==> src/rtl/hit_detector.sv <==
`default_nettype none
// ============================================================================
//  Module   : hit_detector
//  Purpose  : Debounces per-hole buttons, serialises presses and scores them
//             against the active-mole mask. Optional macro MISS_LOCKOUT_EN
//             adds a penalty lockout after a miss.
//  Revision : 1.0  initial release
// ============================================================================
module hit_detector #(
    parameter int N_HOLES         = 4,
    parameter int DEBOUNCE_CYCLES = 1_000_000,
    parameter int IDX_W           = 4,
    parameter int LOCKOUT_CYCLES  = 50_000_000
) (
    input  logic               clkIn,
    input  logic               reset,
    input  logic               game_active,
    input  logic [N_HOLES-1:0] btn_raw,
    input  logic [N_HOLES-1:0] mole_active,
    output logic               player_scored,
    output logic [N_HOLES-1:0] mole_hit,
    output logic [IDX_W-1:0]   hit_index,
    output logic               miss,
    output logic               locked
);

    localparam int c_CNT_W = (DEBOUNCE_CYCLES > 2) ? $clog2(DEBOUNCE_CYCLES) : 1;
    localparam logic [c_CNT_W-1:0] c_CNT_LAST = c_CNT_W'(DEBOUNCE_CYCLES - 1);

    logic [N_HOLES-1:0] w_press;
    logic [N_HOLES-1:0] r_pending;
    logic [N_HOLES-1:0] w_grant;
    logic [IDX_W-1:0]   w_idx;
    logic               w_locked;
    logic               w_service;
    logic               w_hit;

    // Per-button synchroniser and debouncer; a press is the cycle the
    // debounced level flips from 0 to 1.
    for (genvar g = 0; g < N_HOLES; g++) begin : g_btn
        logic               r_sync1;
        logic               r_sync2;
        logic               r_db;
        logic [c_CNT_W-1:0] r_cnt;

        always_ff @(posedge clkIn or negedge reset) begin
            if (!reset) begin
                r_sync1 <= 1'b0;
                r_sync2 <= 1'b0;
                r_db    <= 1'b0;
                r_cnt   <= '0;
            end else begin
                r_sync1 <= btn_raw[g];
                r_sync2 <= r_sync1;
                if (r_sync2 == r_db) begin
                    r_cnt <= '0;
                end else if (r_cnt == c_CNT_LAST) begin
                    r_cnt <= '0;
                    r_db  <= r_sync2;
                end else begin
                    r_cnt <= r_cnt + 1'b1;
                end
            end
        end

        assign w_press[g] = r_sync2 & ~r_db & (r_cnt == c_CNT_LAST);
    end

    // Lowest-index pending hole wins; isolate its bit and encode it.
    assign w_grant   = r_pending & (~r_pending + N_HOLES'(1));
    assign w_service = game_active & ~w_locked & (|r_pending);
    assign w_hit     = |(w_grant & mole_active);

    always_comb begin
        w_idx = '0;
        for (int j = N_HOLES - 1; j >= 0; j--) begin
            if (r_pending[j]) begin
                w_idx = IDX_W'(j);
            end
        end
    end

    always_ff @(posedge clkIn or negedge reset) begin
        if (!reset) begin
            r_pending <= '0;
        end else if (!game_active || w_locked) begin
            r_pending <= '0;
        end else begin
            r_pending <= (r_pending & ~w_grant) | w_press;
        end
    end

    always_ff @(posedge clkIn or negedge reset) begin
        if (!reset) begin
            player_scored <= 1'b0;
            miss          <= 1'b0;
            mole_hit      <= '0;
            hit_index     <= '0;
        end else begin
            player_scored <= w_service & w_hit;
            miss          <= w_service & ~w_hit;
            mole_hit      <= (w_service && w_hit) ? w_grant : '0;
            if (w_service) begin
                hit_index <= w_idx;
            end
        end
    end

`ifdef MISS_LOCKOUT_EN
    localparam int c_LOCK_W = (LOCKOUT_CYCLES > 1) ? $clog2(LOCKOUT_CYCLES + 1) : 1;

    logic [c_LOCK_W-1:0] r_lock_cnt;

    always_ff @(posedge clkIn or negedge reset) begin
        if (!reset) begin
            r_lock_cnt <= '0;
        end else if (!game_active) begin
            r_lock_cnt <= '0;
        end else if (w_service && !w_hit) begin
            r_lock_cnt <= c_LOCK_W'(LOCKOUT_CYCLES);
        end else if (r_lock_cnt != '0) begin
            r_lock_cnt <= r_lock_cnt - 1'b1;
        end
    end

    assign w_locked = |r_lock_cnt;
`else
    // Lockout length only matters when the lockout feature is built in.
    localparam bit c_LOCK_CFG = (LOCKOUT_CYCLES >= 0);
    assign w_locked = 1'b0 & c_LOCK_CFG;
`endif

    assign locked = w_locked;

endmodule
`default_nettype wire
==> config.mk <==
export PLATFORM = sky130hd
export DESIGN_NAME = hit_detector
export DESIGN_NICKNAME = d
export VERILOG_FILES = /design/src/rtl/hit_detector.sv
export SDC_FILE = /design/constraint.sdc
export NUM_CORES = 1
export LEC_CHECK = 0
export CAP_MARGIN = 0
export CORE_ASPECT_RATIO = 1.5
export CORE_UTILIZATION = 40
export CTS_CLUSTER_DIAMETER = 40
export DETAILED_ROUTE_END_ITERATION = 6
export PLACE_DENSITY = 0.67
export SETUP_SLACK_MARGIN = 0.4
export SYNTH_ARGS = -nofsm -noshare
export SYNTH_HDL_FRONTEND = slang
export SYNTH_SLANG_ARGS = --single-unit
==> constraint.sdc <==
create_clock -name clkIn -period 5.69 [get_ports clkIn]
set_input_delay 1.707 -clock clkIn [delete_from_list [all_inputs] [get_ports clkIn]]
set_output_delay 1.707 -clock clkIn [all_outputs]
set_load 0.02 [all_outputs]
Yosys cells after proc, flatten, opt, wreduce, memory -nomap -nowiden
Index checks and enable logic that the tools add are counted.
- add/sub/neg operators: 5
- bitwise operators: 26
- equal/unequal tests: 8
- reductions and logical operators: 7
- mux-type cells: 14
- operator list (operator ; count):
    two-way mux 20 bit ; 8
    adder 20 x 1 -> 20 bit (second input constant) ; 4
    equality test 20 bit (second input constant) ; 4
    two-way mux 4 bit ; 5
    AND 4 bit ; 3
    AND 1 bit ; 11
    inverter 1 bit ; 9
    inverter 4 bit ; 2
    AND reduction 2 bit ; 4
    OR reduction 4 bit ; 2
    adder 4 x 1 -> 4 bit (second input constant) ; 1
    equality test 1 bit ; 4
    OR 4 bit ; 1
    two-way mux 2 bit ; 1
    logical AND 1 bit ; 1
- register bits: 106
- word-level logic and storage cells: 81
- output and inout port bits: 11

Longest topological paths before layout
- word-level depth: 7
- depth in mapped cells: 7

Worst setup path after synthesis
Ideal clock, no wire load.
- kind: input to register
- start point: input port mole_active[2]
- end point: register mole_hit[3]
- arrival: 2.198 ns
- cell stages on the path: 3
- path slack: 3.425 ns
- data required time: 5.623 ns
- cell sequence: nand3b_1 -> a31oi_1 -> o2111a_1
- cells in the longest elaborated chain, start to end: 4
- RTL lines (what ; line ; RTL):
    start: declaration ; 19 ; input logic [N_HOLES-1:0] mole_active,
    AND 4 bit ; 72 ; assign w_hit = |(w_grant & mole_active);
    OR reduction 4 bit ; 72 ;
    logical AND 1 bit ; 102 ; mole_hit <= (w_service && w_hit) ? w_grant : '0;
    two-way mux 4 bit ; 102 ;
    end signal: assignment ; 102 ;
    end: declaration ; 21 ; output logic [N_HOLES-1:0] mole_hit,
Every way passes these cells.
A chain may end at the register's enable or synchronous reset.

Worst setup path after layout
- start point: register hit_index[0]
- end point: output port hit_index[0]
- RTL lines (what ; line ; RTL):
    start: declaration ; 22 ; output logic [IDX_W-1:0] hit_index,
    start signal: assignment ; 104 ; hit_index <= w_idx;
No word-level cell between the ends.

==> flow_summary.toml <==
[worst_setup_path]
crit_path_top_delay_cell = "clkdlybuf4s50_1"
cp-start-kind = "flop"
critical-path-max-stage-delay_ns = 0.66
critPathRequiredTime_ns = 3.98
worst-path-max-fanout = 3
cp_num_buf_inv = 1
arrival_ns = 1.39
path_delay_family = "buffers and inverters"
cp-end-kind = "output pin"
worstPathCellList = "clkdlybuf4s50_1"
setup.worst_path.class = "reg -> out"

[power_and_ir_drop]
p_per_area_mw_per_mm2 = 259
vdd_drop_max_uv = 131
leakagePower_uw = 0.00221
power_uw = 1450

[place]
place_ws_ns = 2.69
dpl-instance-area_mm2 = 0.00528
dp_hpwl_mm = 6.35
globalplace.congestion = 0.797
numPortBuffers = 18

[detailed_routing]
ant_nets = 0
drt_iter0_drc = 163
post_drt_wl_per_cell_um = 13.9
wl_met2_mm = 4.91
finalWirelength_mm = 9.25
drt-met1-wl_mm = 3.93
drc = 0
dr_wl_met3_um = 318
via_count = 3607
routed.top_layer = "met4"
firstDrtPassIters = 4
viasPerCell = 5.41

[synthesis]
yosysUniqueCellTypes = 48
synth_top_family_by_area = "simple AND/OR/NAND/NOR gates"
synthTopCellsByArea = "dfrtp_1 52%, xnor2_1 6.7%, nor2_1 6.0%"
yosysTopAreaCell = "dfrtp_1"
synthXorXnorAreaFrac_pct = 9.87
yosys_warnings = 0
synth.area.mux_share_pct = 0.906
ys_ff_latch = 104
synthSimpleGateAreaFrac_pct = 25.1
postSynthAreaPerCell_um2 = 10.1
synthesis.area_mm2 = 0.00497
syn-instance-count = 491
ys_seq_area_share_pct = 52.4
synth.top_cell.area_share_pct = 52.4
synth_compound_area_share_pct = 6.64
synth_fa_ha_area_share_pct = 2.01

[timing]
slew_viol_final = 0
tns_ns = 0
period_minus_slack_ns = 3.10
worst_pin_slew_ns = 0.987
setup_viol = 0
hold_violations = 0
fmax_mhz = 323
rsz0062_at_grt = "no"
layout_setup_ws_ns = 2.59
skew_ns = 0.00772
slew_headroom_pct = 34.2
post-route-period-util_pct = 54.4

[clock_network]
hold_buffers = 0
cts_setup_buffers = 0
path_clk_slew_ns = 0.07
cts_buffers = 9
cts.path.max_buffers = 2
cts_tree = "yes"
cts_max_level = 3
clock_sinks = 104
cts_root_buf = "clkbuf_16"
cts_resized = 0
worst_skew_pair.late_latency_ns = 0.34

[layout]
fin_area_mm2 = 0.00559
drive_gt1_share_pct = 6.81
nets = 528
syn2layout_area_growth_pct = 12.5
diodes = 0

[floorplanning]
core-area_mm2 = 0.0121
boundaryPins = 22
initial_core_util_pct = 41.2
die_width_um = 93.0
dieArea_mm2 = 0.0129
dieHeight_um = 139
num_rows = 49

[run]
drv_cap = 0

[global_route]
first_global_vias = 3660
grt_max_degree = 82
grt_usage_pct = 15.9
grt_pass1_wl_mm = 16.5
antenna_found_initial = 0
grt_overflow_total = 0

[outcome]
status = "finished, final reports clean"

[min_path]
hp-class = "reg -> reg"
==> placed cells by master (no fill, tap or decap), types with 14 or more instances in the layout <==
master           instances
nand4_1                 20
xor2_1                  18
inv_1                   19
xnor2_1                 38
nand2_1                 23
clkdlybuf4s50_1         17
a21oi_1                 17
o21ai_0                 14
nand3_1                 26
nor4_1                  15
nor3_1                  18
dfrtp_1                104
nor2_1                  79
==> synthesized netlist by cell type (all sizes together) <==
| library cell | number |
|---|---|
| a21o | 2 |
| a21oi | 17 |
| a221oi | 1 |
| a31o | 2 |
| a31oi | 1 |
| a32oi | 2 |
| and2 | 2 |
| and3 | 3 |
| and4 | 8 |
| and4b | 1 |
| buf | 10 |
| clkbuf | 4 |
| conb | 1 |
| dfrtp | 104 |
| ha | 8 |
| inv | 19 |
| mux2 | 4 |
| nand2 | 23 |
| nand3 | 27 |
| nand3b | 6 |
| nand4 | 23 |
| nand4bb | 1 |
| nor2 | 79 |
| nor2b | 4 |
| nor3 | 18 |
| nor4 | 15 |
| nor4b | 3 |
| o2111a | 1 |
| o21a | 2 |
| o21ai | 14 |
| o21bai | 2 |
| o31ai | 5 |
| o41ai | 1 |
| or2 | 2 |
| or3 | 9 |
| or3b | 1 |
| or4 | 9 |
| or4b | 1 |
| xnor2 | 38 |
| xor2 | 18 |
==> power by group <==
| part | switching [uW] | total, uW | internal [uW] |
|---|---|---|---|
| clock | 271 | 638 | 367 |
| sequential | 9.79 | 759 | 749 |
| combinational | 35.0 | 52.7 | 17.7 |
| total | 315 | 1450 | 1130 |
==> cell families after synthesis <==
family / after synthesis
fa+ha+maj: 8
simple gates: 235
compound gates: 50
xor+xnor: 56
other cells: 1
flops: 104
mux: 4
buf+inv: 33
==> layout make-up <==
cell class	instances	area, um^2
multi-input cells	356	2230
fillers	1097	6490
repair buffers	19	185
inverters	19	71.3
clock inverters	5	60.1
flip-flops and latches	104	2600
well taps	153	191
clock buffers	11	253
==> registers in the layout, summed over array words and instances, names as in the netlist <==
name / cells
g_btn.r_db: 4
mole_hit: 4
g_btn.r_sync2: 4
g_btn.r_cnt: 80
r_pending: 4
hit_index: 2
g_btn.r_sync1: 4
player_scored: 1
miss: 1
==> per-stage QoR <==
step	hold slack [ns]	std cells	utilization, %
final	0.352	667	46.3
after global routing	0.357	667	46.3
after CTS	0.354	667	46.3
after detailed placement	0.339	651	43.7
after global placement	0.332	651	43.7
after floorplan	0.331	493	-
==> metal layers <==
metal  GRT usage [%]  up-vias
met5               0        -
met4            6.23        0
met3            3.56        4
met2            27.4       55
met1            19.2     1788
li1                -     1760
==> final timing paths <==
check	cells after the start	slack, ns	startpoint	end
max in group asynchronous	2	3.25	reset	g_btn[3].r_cnt[19]$_DFF_PN0_
setup reg to reg	5	3.51	g_btn[2].r_cnt[0]$_DFF_PN0_	g_btn[2].r_db$_DFFE_PN0P_
hold / removal	0	0.35	g_btn[2].r_sync1$_DFF_PN0_	g_btn[2].r_sync2$_DFF_PN0_
min in group asynchronous	1	1.51	reset	g_btn[2].r_cnt[5]$_DFF_PN0_
setup / recovery	1	2.59	hit_index[0]$_DFFE_PN0P_	hit_index[0]
hold reg to reg	0	0.35	g_btn[2].r_sync1$_DFF_PN0_	g_btn[2].r_sync2$_DFF_PN0_
Power figures use the tool's default switching activity.
